### src/rtl/image_loader.sv
// Binarizes a raster pixel stream into a double-buffered NPIX-bit image; image_valid rises the cycle after the last pixel is accepted.
// Backpressure: only the final pixel of a frame stalls (s_ready low) while the previous image is still unacknowledged.
module image_loader #(
  parameter int IMG_W       = 28,
  parameter int IMG_H       = 28,
  parameter int PIXEL_WIDTH = 8,
  parameter int THRESHOLD   = 128,
  parameter int NPIX        = IMG_W * IMG_H
) (
  input  logic                   clk,
  input  logic                   rst,
  input  logic [PIXEL_WIDTH-1:0] s_pixel,
  input  logic                   s_sof,
  input  logic                   s_valid,
  output logic                   s_ready,
  output logic [NPIX-1:0]        image_out,
  output logic                   image_valid,
  input  logic                   image_ack,
  output logic                   frame_error,
  output logic [15:0]            frame_count
);

  localparam int IDX_W = $clog2(NPIX);
  localparam logic [IDX_W-1:0] LAST_IDX = IDX_W'(NPIX - 1);

  typedef enum logic {IDLE, LOAD} state_t;

  state_t           state, state_nxt;
  logic [IDX_W-1:0] idx, idx_nxt, wr_idx;
  logic [NPIX-1:0]  cap_buf;
  logic             xfer, pix_bit, wr_en, last_xfer, err_nxt;

  // Depends on registered state only, so image_ack never reaches s_ready combinationally.
  assign s_ready = !(state == LOAD && idx == LAST_IDX && image_valid);
  assign xfer    = s_valid && s_ready;
  assign pix_bit = (s_pixel >= PIXEL_WIDTH'(THRESHOLD));

  always_ff @(posedge clk) begin
    if (rst) state <= IDLE;
    else     state <= state_nxt;
  end

  always_comb begin
    state_nxt = state;
    idx_nxt   = idx;
    wr_idx    = idx;
    wr_en     = 1'b0;
    last_xfer = 1'b0;
    err_nxt   = 1'b0;
    if (xfer) begin
      case (state)
        IDLE: begin
          if (s_sof) begin
            wr_en     = 1'b1;
            wr_idx    = '0;
            idx_nxt   = IDX_W'(1);
            state_nxt = LOAD;
          end else begin
            err_nxt = 1'b1;
          end
        end
        LOAD: begin
          if (s_sof) begin
            // Restart: stale bits get overwritten before the frame can complete.
            err_nxt = 1'b1;
            wr_en   = 1'b1;
            wr_idx  = '0;
            idx_nxt = IDX_W'(1);
          end else if (idx == LAST_IDX) begin
            wr_en     = 1'b1;
            last_xfer = 1'b1;
            idx_nxt   = '0;
            state_nxt = IDLE;
          end else begin
            wr_en   = 1'b1;
            idx_nxt = idx + IDX_W'(1);
          end
        end
        default: state_nxt = IDLE;
      endcase
    end
  end

  always_ff @(posedge clk) begin
    if (rst) begin
      idx         <= '0;
      cap_buf     <= '0;
      image_out   <= '0;
      image_valid <= 1'b0;
      frame_error <= 1'b0;
      frame_count <= '0;
    end else begin
      idx         <= idx_nxt;
      frame_error <= err_nxt;
      if (wr_en) cap_buf[wr_idx] <= pix_bit;
      // The final bit bypasses the capture buffer so image_out is complete on the same edge.
      if (last_xfer) begin
        image_out   <= {pix_bit, cap_buf[NPIX-2:0]};
        image_valid <= 1'b1;
        frame_count <= frame_count + 16'd1;
      end else if (image_ack && image_valid) begin
        image_valid <= 1'b0;
      end
    end
  end

endmodule

### config.mk
export PLATFORM = sky130hd
export DESIGN_NAME = image_loader
export DESIGN_NICKNAME = d
export VERILOG_FILES = /design/src/rtl/image_loader.sv
export SDC_FILE = /design/constraint.sdc
export NUM_CORES = 2
export LEC_CHECK = 0
export BUFFER_PORTS_ARGS = -buffer_cell sky130_fd_sc_hd__buf_4
export CORE_MARGIN = 10
export CORE_UTILIZATION = 47
export DETAILED_ROUTE_END_ITERATION = 6
export GPL_ROUTABILITY_DRIVEN = 0
export PLACE_DENSITY_LB_ADDON = 0.05
export SETUP_SLACK_MARGIN = 0.15
export SLEW_MARGIN = 5
export SYNTH_ARGS = -nofsm -noshare
export SYNTH_HDL_FRONTEND = slang
export SYNTH_SLANG_ARGS = --single-unit
### constraint.sdc
create_clock -name clk -period 3 [get_ports clk]
set_input_delay 0.3 -clock clk [delete_from_list [all_inputs] [get_ports clk]]
set_output_delay 0.3 -clock clk [all_outputs]
set_load 0.02 [all_outputs]
==> impl_metrics.ini <==
[global_routing]
grt_pass1_vias = 53653
grt_remaining_overflow = 0
gr-usage-all-layers_pct = 35.4
grt_start_max_net_pins = 148
grt_pass1_wl_um = 374000
initial_antenna_violation_count = 13

[place]
hpwlAfterDp_um = 170000
io_buffers = 808
dpl.cell_count = 9421
place_ws_ps = 338
placed_cell_area_um2 = 67500

[synth]
synthesis.nets = 7424
netlist_top_cells_area = dfxtp_1 (54%), a21oi_1 (13%), nand2_1 (11%)
yosys_most_used_dff = dfxtp_1
synth_most_common_cell = nand2_1
synth-edff-count = 0
synthArstFlopShare_pct = 0
ys_ff_latch = 1596
yosysUniqueCellTypes = 62
average_cell_area_after_synthesis_um2 = 7.94
synth-seq-area-share_pct = 54.3
yosys_warning_total = 0
post_synthesis_cell_area_um2 = 58800
ys_top_cells_by_count = nand2_1 (1646), dfxtp_1 (1596), a21oi_1 (1545)
synthCells = 7408
area_share_of_the_largest_cell_type_after_synthesis_pct = 54.3
synth_largest_area_cell = dfxtp_1

[run]
count_of_max_cap_constraint_violations = 0

[floorplanning]
area_enclosed_by_the_die_boundary_um2 = 140000
placementRows = 129
floorplan.initialDensity_pct = 47.5
die_width_um = 374
die_y_um = 374
fp.coreArea_um2 = 124000
io-pin-count = 816

[setup_path]
critPathTopFamily = simple AND/OR/NAND/NOR gates
worst-path-max-fanout = 6
critical_path_stages = 6
cp.required_ps = 2700
critical_path_buffer_and_inverter_count = 3
timing.critical_path.cells = ha_1 -> nand4bb_4 -> nor4_4 -> buf_6 -> inv_1 -> buf_4
slowest_delay_ps = 390
path_class = reg -> out
crit-reg2reg-launch = idx[0]
worst_setup_sp_type = flop
cp.arrival_ps = 2450
cp_slowest_cell = nor4_4
cp-startpoint = idx[0]
rr_worst_depth = 9
end_kind = output port

[sta]
finalWorstSetupSlack_ps = 250
finalSetupViolations = 0
fin_crit_sh_pct = 91.7
fin_skew_ps = 31.0
setup_tns_ps = 0
holdWs_ps = 342
timing_worst_slew_pin_value_ps = 1030
grt_setup_unrepaired = false
timing.final.hold_violations = 0
finalWorstPathRequiredPeriod_ps = 2750
fmax_mhz = 364
timing_max_transition_violations_final = 0
max_slew_margin_pct = 31.3

[route]
antenna_violating_nets_left = 0
drt_wl_total_um = 263000
detail_route.wl_per_cell_um = 27.0
detailedRoute.firstIterationViolations = 8656
detail_route.drc_violations = 2
num_vias = 58290
route.detailed.vias_per_inst = 5.99
first_pass_iteration_count_of_the_detailed_router = 7

[clocking]
cts-buffers-inserted = 162
cts_tree = built
ctsLongestPathBuffers = 3
worstSkewPairLatency_ps = 810
cts_root_buffer = clkbuf_16
cts.reportedPaths.clkPinSlew_ps = 60
cts_num_sinks = 1596
h-tree-depth = 4

[pwr]
leak_nw = 25.4
power.density_cell_area_nw_per_um2 = 582
power_mw = 42.4
vdd.ir_drop.worst_uv = 595

[finish]
syn2layout_area_growth_pct = 23.9
proportion_of_layout_cells_with_a_drive_suffix_above_1_pct = 18.3
layout.core_utilization_pct = 58.8
fin_cells = 9726
final_design_area_excluding_fillers_um2 = 72900
nets = 7970

[status]
violations = design-rule violations
status = finished, violations left

[hold_path]
min_from = image_ack
min-delay-path-class = in -> reg
whs_path_depth = 4
-- path summary, 6_finish.rpt --
check	endpoint	slack, ps
worst max-delay path	s_ready	250
worst min-delay path	image_valid	340
worst max register to register	image_out[721]	310
worst min register to register	image_out[557]	440
-- sequential cells by signal, indices dropped and copies added (netlist names) --
| signal | cells |
|---|---|
| cap_buf | 783 |
| frame_count | 16 |
| frame_error | 1 |
| idx | 10 |
| image_out | 784 |
| image_valid | 1 |
| state | 1 |
-- layer usage --
metal  wire length [µm]  share of wire (%)  GRT usage [%]  up-vias
met4              15500                5.9           19.7        4
li1                   -                  -              -    26268
met1             103000                 39           46.0    27915
met2             114000                 43           52.9     3459
met3              30400                 12           9.81      644
met5                 27              0.010              0        -
-- power by group --
part	internal, mW	switching, mW
combinational	0.154	0.713
clock	11.6	8.75
sequential	21.2	0.00336
total	32.9	9.47
-- logic make-up after synthesis --
| kind of cell | count (synthesis) | share of synthesized area, % |
|---|---|---|
| flops | 1596 | 54.3 |
| compound gates | 2312 | 19.8 |
| buf+inv | 758 | 5.32 |
| xor+xnor | 11 | 0.164 |
| simple gates | 2691 | 19.7 |
| fa+ha+maj | 3 | 0.0638 |
| mux | 37 | 0.638 |
-- final cells by class --
| class | count | area (µm²) |
|---|---|---|
| fillers | 11378 | 51100 |
| flip-flops and latches | 1596 | 32000 |
| multi-input cells | 5054 | 24100 |
| repair buffers | 1135 | 9380 |
| clock buffers | 253 | 4930 |
| well taps | 1637 | 2050 |
| clock inverters | 38 | 378 |
| diodes | 8 | 20.0 |
| inverters | 5 | 18.8 |
-- worst register-to-register path: stages (launching register included) --
cell and delay, ps:
dfxtp_1 340, ha_1 290, nand4bb_4 240, nor4_2 360
buf_4 310, buf_12 200, buf_12 280, buf_12 270
nand2_1 190, a21oi_1 170
-- placed cells by master (no fill, tap or decap), types with 4 or more instances in the layout --
cell           instances
nor4_2                 9
nand4_1               20
and2_2                 7
dlygate4sd3_1          5
clkinv_8               5
nand2_2               14
or2_2                  7
dfxtp_1             1596
nand2b_1              16
buf_4               1061
mux2i_1               33
mux2_2                 4
nand3_1              762
nor2_1                75
buf_12                66
nand3_2                5
nor2_4                20
nor2b_1               13
nor4_1                13
nand2_1             1632
or3_1                 11
diode_2                8
clkbuf_1              41
clkbuf_16            165
o21ai_0              745
nor3_2                14
nand3b_1               7
xor2_1                 5
clkbuf_8              47
inv_1                  5
clkinv_2              23
xnor2_1                6
nor3_1                23
and3_1                 4
a21oi_1             1545
or4_1                  4
-- repair_timing --
item	4_1_cts	5_1_grt
gates resized for setup	3	1
endpoints found under the hold margin	35	0
buffers inserted	1	0
hold buffers	5	0
pin swaps	0	0
endpoints found under the setup margin	1	1
Note: power is estimated with default switching activity, not from simulation.
